<file path="config.mk">
export PLATFORM = sky130hd
export DESIGN_NAME = load_store_unit
export DESIGN_NICKNAME = d
export VERILOG_FILES = /design/src/rtl/lsu_pkg.sv /design/src/rtl/lsu_align.sv /design/src/rtl/load_store_unit.sv
export SDC_FILE = /design/constraint.sdc
export NUM_CORES = 1
export LEC_CHECK = 0
export ABC_CLOCK_PERIOD_IN_PS = 4260
export CAP_MARGIN = 0
export CORE_ASPECT_RATIO = 1.4
export CORE_MARGIN = 5
export CORE_UTILIZATION = 42
export CTS_BUF_LIST = sky130_fd_sc_hd__clkbuf_8
export DETAILED_ROUTE_END_ITERATION = 7
export PLACE_DENSITY = 0.74
export SKIP_CTS_REPAIR_TIMING = 1
export SYNTH_ARGS = -nofsm -noshare
export SYNTH_HDL_FRONTEND = slang
export SYNTH_SLANG_ARGS = --single-unit
</file>
<file path="constraint.sdc">
create_clock -name clk -period 4.26 [get_ports clk]
set_input_delay 0.426 -clock clk [delete_from_list [all_inputs] [get_ports clk]]
set_output_delay 0.426 -clock clk [all_outputs]
set_load 0.005 [all_outputs]
</file>
<file path="src/rtl/lsu_pkg.sv">
// Shared types and helpers for the load/store unit: access sizes, FSM states
// and the alignment check used when a request is accepted.
package lsu_pkg;

    localparam int unsigned LSU_DATA_W = 32;

    typedef enum logic [1:0] {
        SZ_BYTE = 2'b00,
        SZ_HALF = 2'b01,
        SZ_WORD = 2'b10,
        SZ_ILL  = 2'b11
    } size_e;

    typedef enum logic [1:0] {
        IDLE  = 2'b00,
        READ  = 2'b01,
        WRITE = 2'b10,
        RESP  = 2'b11
    } state_e;

    // Illegal size counts as misaligned so one test covers every error cause.
    function automatic logic is_misaligned(input size_e size, input logic [1:0] lo);
        logic bad;
        case (size)
            SZ_BYTE: bad = 1'b0;
            SZ_HALF: bad = lo[0];
            SZ_WORD: bad = (lo != 2'b00);
            default: bad = 1'b1;
        endcase
        return bad;
    endfunction

endpackage

</file>
<file path="src/rtl/lsu_align.sv">
// Little-endian lane handling: extracts and extends load data, and merges
// store data into the word read back from memory.
module lsu_align
    import lsu_pkg::*;
(
    input  size_e                  size_i,
    input  logic [1:0]             lane_i,
    input  logic                   unsigned_i,
    input  logic [LSU_DATA_W-1:0]  wdata_i,
    input  logic [LSU_DATA_W-1:0]  rword_i,
    output logic [LSU_DATA_W-1:0]  ldata_o,
    output logic [LSU_DATA_W-1:0]  mword_o
);

    logic [7:0]  byte_s;
    logic [15:0] half_s;

    assign byte_s = rword_i[{lane_i, 3'b000} +: 8];
    assign half_s = rword_i[{lane_i[1], 4'b0000} +: 16];

    // Load path: select lane, then sign- or zero-extend.
    always_comb begin
        ldata_o = {LSU_DATA_W{1'b0}};
        case (size_i)
            SZ_BYTE: ldata_o = {{(LSU_DATA_W-8){byte_s[7] & ~unsigned_i}}, byte_s};
            SZ_HALF: ldata_o = {{(LSU_DATA_W-16){half_s[15] & ~unsigned_i}}, half_s};
            SZ_WORD: ldata_o = rword_i;
            default: ldata_o = {LSU_DATA_W{1'b0}};
        endcase
    end

    // Store path: overwrite only the addressed lane(s) of the captured word.
    always_comb begin
        mword_o = rword_i;
        case (size_i)
            SZ_BYTE: mword_o[{lane_i, 3'b000} +: 8]     = wdata_i[7:0];
            SZ_HALF: mword_o[{lane_i[1], 4'b0000} +: 16] = wdata_i[15:0];
            SZ_WORD: mword_o = wdata_i;
            default: mword_o = rword_i;
        endcase
    end

endmodule

</file>
<file path="src/rtl/load_store_unit.sv">
// Memory-access stage in front of a word-only data memory; sub-word stores run
// read-modify-write. Optional LSU_STATS_EN adds saturating load/store/error counters.
module load_store_unit
    import lsu_pkg::*;
#(
    parameter int DATA_W = 32,
    parameter int ADDR_W = 32
) (
    input  logic              clk,
    input  logic              reset,
    input  logic              req_valid,
    output logic              req_ready,
    input  logic              req_we,
    input  logic [1:0]        req_size,
    input  logic              req_unsigned,
    input  logic [ADDR_W-1:0] req_addr,
    input  logic [DATA_W-1:0] req_wdata,
    output logic              rsp_valid,
    output logic [DATA_W-1:0] rsp_rdata,
    output logic              rsp_err,
    output logic [ADDR_W-1:0] mem_addr,
    output logic [DATA_W-1:0] mem_wdata,
    output logic              mem_we,
    input  logic [DATA_W-1:0] mem_rdata
`ifdef LSU_STATS_EN
    ,
    output logic [15:0]       cnt_loads,
    output logic [15:0]       cnt_stores,
    output logic [15:0]       cnt_errs
`endif
);

    state_e              state_q, state_d;
    logic                we_q, we_d;
    size_e               size_q, size_d;
    logic                uns_q, uns_d;
    logic [1:0]          lane_q, lane_d;
    logic [DATA_W-1:0]   wdata_q, wdata_d;

    logic                req_ready_q, req_ready_d;
    logic                rsp_valid_q, rsp_valid_d;
    logic                rsp_err_q, rsp_err_d;
    logic [DATA_W-1:0]   rsp_rdata_q, rsp_rdata_d;
    logic [ADDR_W-1:0]   mem_addr_q, mem_addr_d;
    logic [DATA_W-1:0]   mem_wdata_q, mem_wdata_d;
    logic                mem_we_q, mem_we_d;

    logic [DATA_W-1:0]   load_s;
    logic [DATA_W-1:0]   merged_s;

    lsu_align u_align (
        .size_i     (size_q),
        .lane_i     (lane_q),
        .unsigned_i (uns_q),
        .wdata_i    (wdata_q),
        .rword_i    (mem_rdata),
        .ldata_o    (load_s),
        .mword_o    (merged_s)
    );

    // Next-state and registered-output decode; outputs are computed for the state being entered.
    always_comb begin
        state_d     = state_q;
        we_d        = we_q;
        size_d      = size_q;
        uns_d       = uns_q;
        lane_d      = lane_q;
        wdata_d     = wdata_q;
        rsp_valid_d = 1'b0;
        rsp_err_d   = 1'b0;
        rsp_rdata_d = {DATA_W{1'b0}};
        mem_addr_d  = mem_addr_q;
        mem_wdata_d = mem_wdata_q;
        mem_we_d    = 1'b0;
        case (state_q)
            IDLE: begin
                if (req_valid) begin
                    we_d    = req_we;
                    size_d  = size_e'(req_size);
                    uns_d   = req_unsigned;
                    lane_d  = req_addr[1:0];
                    wdata_d = req_wdata;
                    if (is_misaligned(size_e'(req_size), req_addr[1:0])) begin
                        state_d     = RESP;
                        rsp_valid_d = 1'b1;
                        rsp_err_d   = 1'b1;
                    end else if (!req_we || (size_e'(req_size) != SZ_WORD)) begin
                        state_d    = READ;
                        mem_addr_d = {2'b00, req_addr[ADDR_W-1:2]};
                    end else begin
                        state_d     = WRITE;
                        mem_addr_d  = {2'b00, req_addr[ADDR_W-1:2]};
                        mem_wdata_d = req_wdata;
                        mem_we_d    = 1'b1;
                    end
                end else begin
                    state_d = IDLE;
                end
            end
            READ: begin
                if (we_q) begin
                    state_d     = WRITE;
                    mem_wdata_d = merged_s;
                    mem_we_d    = 1'b1;
                end else begin
                    state_d     = RESP;
                    rsp_valid_d = 1'b1;
                    rsp_rdata_d = load_s;
                end
            end
            WRITE: begin
                state_d     = RESP;
                rsp_valid_d = 1'b1;
            end
            RESP: begin
                state_d = IDLE;
            end
            default: begin
                state_d = IDLE;
            end
        endcase
        req_ready_d = (state_d == IDLE);
    end

    // State, latched request and output registers.
    always_ff @(posedge clk or posedge reset) begin
        if (reset) begin
            state_q     <= IDLE;
            we_q        <= 1'b0;
            size_q      <= SZ_BYTE;
            uns_q       <= 1'b0;
            lane_q      <= 2'b00;
            wdata_q     <= {DATA_W{1'b0}};
            req_ready_q <= 1'b1;
            rsp_valid_q <= 1'b0;
            rsp_err_q   <= 1'b0;
            rsp_rdata_q <= {DATA_W{1'b0}};
            mem_addr_q  <= {ADDR_W{1'b0}};
            mem_wdata_q <= {DATA_W{1'b0}};
            mem_we_q    <= 1'b0;
        end else begin
            state_q     <= state_d;
            we_q        <= we_d;
            size_q      <= size_d;
            uns_q       <= uns_d;
            lane_q      <= lane_d;
            wdata_q     <= wdata_d;
            req_ready_q <= req_ready_d;
            rsp_valid_q <= rsp_valid_d;
            rsp_err_q   <= rsp_err_d;
            rsp_rdata_q <= rsp_rdata_d;
            mem_addr_q  <= mem_addr_d;
            mem_wdata_q <= mem_wdata_d;
            mem_we_q    <= mem_we_d;
        end
    end

    assign req_ready = req_ready_q;
    assign rsp_valid = rsp_valid_q;
    assign rsp_err   = rsp_err_q;
    assign rsp_rdata = rsp_rdata_q;
    assign mem_addr  = mem_addr_q;
    assign mem_wdata = mem_wdata_q;
    assign mem_we    = mem_we_q;

`ifdef LSU_STATS_EN
    logic [15:0] cnt_loads_q, cnt_stores_q, cnt_errs_q;

    // Classify each completed response; the latched request is stable during RESP.
    always_ff @(posedge clk or posedge reset) begin
        if (reset) begin
            cnt_loads_q  <= 16'h0000;
            cnt_stores_q <= 16'h0000;
            cnt_errs_q   <= 16'h0000;
        end else if (rsp_valid_q) begin
            if (rsp_err_q) begin
                if (cnt_errs_q != 16'hFFFF) cnt_errs_q <= cnt_errs_q + 16'd1;
            end else if (we_q) begin
                if (cnt_stores_q != 16'hFFFF) cnt_stores_q <= cnt_stores_q + 16'd1;
            end else begin
                if (cnt_loads_q != 16'hFFFF) cnt_loads_q <= cnt_loads_q + 16'd1;
            end
        end
    end

    assign cnt_loads  = cnt_loads_q;
    assign cnt_stores = cnt_stores_q;
    assign cnt_errs   = cnt_errs_q;
`endif

endmodule

</file>
==> results.txt <==
Layout cells sized above 1 - 0.1432
DR vias/cell - 5.936
Primary FF master, synth - dfrtp_1
Overflow after GRT - 0
Crit path time final - 2737 ps
Drt wl/cell - 21.68 um
CP cell instances - inv_1 -> ha_1 -> nand2b_1 -> or3_4 -> o21a_1 -> o32a_1
CTS max path bufs - 2
Storage cell area - 3455 um^2
Root buf cell - clkbuf_8
Antenna viol nets, final - 0
Yosys reg bits - 138
Worst Max-Slew Pin Slew - 1117 ps
Reg2reg path depth - 6
H-tree levels - 4
Cts bufs inserted - 17
Post-synth EDFFs - 0
Sw Pwr - 2652 uW
Antenna cells - 0
# setup viols final - 0
Routability cong. - 0.8875
Site row count - 56
Post-synthesis simple-gate area fraction - 0.1165
Fraction of registers with async set/reset - 1.000
Leak - 0.003974 uW
Largest net degree at the start of global routing - 83
Flop pwr share - 0.334
Area delta synth->final - 36.04%
Total chip power - 6939 uW
Critical path class - reg -> reg
Core area - 16820 um^2
Top-area cell type share of the netlist area - 0.4773
Slew HR - 0.2539
R2R Path End - mem_wdata[28]$_DFFE_PP0P_
CP top delay family - simple AND/OR/NAND/NOR gates
Starting density of the core - 0.4272
Outcome - completed
Post-Syn Area per Cell - 10.41 um^2
Max Cap Viol - 0
Final HPWL DP - 17130 um
F_max - 365.4 MHz
Worst Path Max Fanout - 20
Maximum vdd drop - 0.0003609 V
Worst setup SP type - flip-flop
First-pass GRT wire length - 35510 um
Setup TNS - 0 ps
Final max-slew violation count - 0
XOR/XNOR share of the synthesized area - 0
Fill count - 1417
CP peak stage delay - 610 ps
DIE WIDTH - 120.5 um
Sequential element share of the synthesized area - 0.4809
Synth Warn # - 0
DRT Pass-1 Iters - 5
Clk_lat worst skew - 460 ps
Initial antenna violation count - 0
Crit path DAT - 3080 ps
Clock skew - 9.232 ps
Cell type with the largest total area after synthesis - dfrtp_1
Die Ht - 164.7 um
Top cells by area, synth - dfrtp_1 48%, mux2_2 11%, a21oi_1 3.5%
RR Startpoint - state_q[1]$_DFF_PP0_
Clock-pin slew on the worst setup and hold paths - 80 ps
Net Sw Frac - 0.3822
RSZ-0062 raised after global routing - false
Post-synthesis mux area share - 0.1493
Compound-Gate Fraction of Synth Area - 0.1949
Internal power - 4287 uW
Routed Wire Length - 23480 um
Total track usage - 0.2333
Largest family of logic cells by synthesized area - compound AO/OA/AOI/OAI gates
Period utilization - 0.6425
Die area - 19860 um^2
Critical Path End Type - flip-flop
Clock share of power - 0.175
Syn Inst Count - 690
Footprint of the multi-input gates - 3443 um^2
HP Class - in -> async
CP required - 4600 ps
Sink Count - 138
Adder-Cell Fraction of Synth Area - 0.01568
Via Count - 6429
IO buf count - 200
Power per cell area - 710.1 nW/um^2
Distinct cell type count after synthesis - 48
Number of global-route vias before repair - 6516
Drt first-iter violations - 569
Final hold viol count - 0
CTS tree - built
Critical Path Source - state_q[1]$_DFF_PP0_
Synth cell count leaders - 137 x dfrtp_1, 73 x mux2_2, 50 x a21oi_1, 50 x nand2_1, 47 x o21ai_0
Syn Std Cell Area - 7183 um^2
Most common cell in the netlist - dfrtp_1
DRC viols - 0
Reg2reg setup slack - 1520 ps
Io pins - 203
Worst path bufs/invs - 1
Comb pwr share - 0.490
CP max-delay cell - nand2b_1
Number of nets in the layout - 979
## cell type report
cell class | instances | share of cell area
Tap cell | 203 | 0.02599
Inverter | 18 | 0.007426
Clock inverter | 11 | 0.01703
Multi-Input combinational cell | 480 | 0.3524
Sequential cell | 138 | 0.3535
Timing Repair Buffer | 212 | 0.2141
Clock buffer | 21 | 0.02958
## worst register-to-register path, stage by stage, from the launching register on
cell and delay [ps]:
dfrtp_1 380, inv_1 70, ha_1 400, nand2b_1 610, or3_4 610, o21a_1 210
o32a_1 350
## stage by stage
stage               hold WS, ps  cells  setup slack (ps)  utilization  cell area, um^2
floorplan                 476.7    691             139.5            -             7187
global placement          486.2   1051              1554       0.5540             9316
detailed placement        491.1   1051              1519       0.5540             9316
CTS                       494.2   1083              1552       0.5811             9772
global route              524.8   1083              1381       0.5811             9772
finish                    488.2   1083              1523       0.5811             9772
## cells by family (layout without fill, tap and decap cells)
family                   count (synthesis)  in the layout
other                                    1              2
buffers and inverters                   73            262
multiplexers                            98             98
adder cells (fa/ha/maj)                  9              9
AND/OR/NAND/NOR                        165            165
AO/OA/AOI/OAI                          206            206
flip-flops                             138            138
## state kept, by name, summed over array words and instances (netlist names), 2 cells and up
signal,flops
lane_q,2
state_q,2
mem_addr,30
rsp_rdata,32
size_q,2
mem_wdata,32
wdata_q,32
## power by group through the flow
stage	logic, uW	clock network (uW)	registers (uW)
final	3400	1220	2320
after detailed placement	3370	0	2330
after floorplan	2060	0	2170
after global routing	3650	1300	2370
after global placement	3310	0	2310
after CTS	3390	1240	2310
## layer usage
metal	up-vias	wire [um]	global-route usage
met4	0	1272	0.1448
met2	348	11540	0.3946
met3	80	2159	0.06132
met1	3118	8507	0.2619
met5	-	0	0
li1	2883	-	-
## worst max-delay path by stage
stage | to | slack (ps) | depth (start not counted)
CTS | mem_wdata[27]$_DFFE_PP0P_ | 1550 | 6
global placement | mem_wdata[9]$_DFFE_PP0P_ | 1550 | 6
finish | mem_wdata[28]$_DFFE_PP0P_ | 1520 | 6
detailed placement | mem_wdata[22]$_DFFE_PP0P_ | 1520 | 5
global route | rsp_rdata[9]$_DFF_PP0_ | 1380 | 5
floorplan | lane_q[0]$_DFFE_PP0P_ | 140 | 1
## placed cells by master (no fill, tap or decap), types with 12 or more instances in the layout
master / netlist / final
clkbuf_8: 0 / 21
nor2_1: 40 / 40
o32a_1: 23 / 23
nand3_1: 18 / 18
nand2_1: 50 / 50
a22oi_1: 15 / 15
nor2b_1: 13 / 12
mux2_2: 73 / 73
clkdlybuf4s50_1: 0 / 200
dfrtp_1: 137 / 137
nand2b_1: 13 / 13
a31oi_1: 16 / 16
o21ai_0: 47 / 46
a21oi_1: 50 / 50
mux2i_1: 25 / 25
buf_4: 2 / 12
inv_1: 18 / 18
Note: power is estimated with default switching activity, not from simulation.
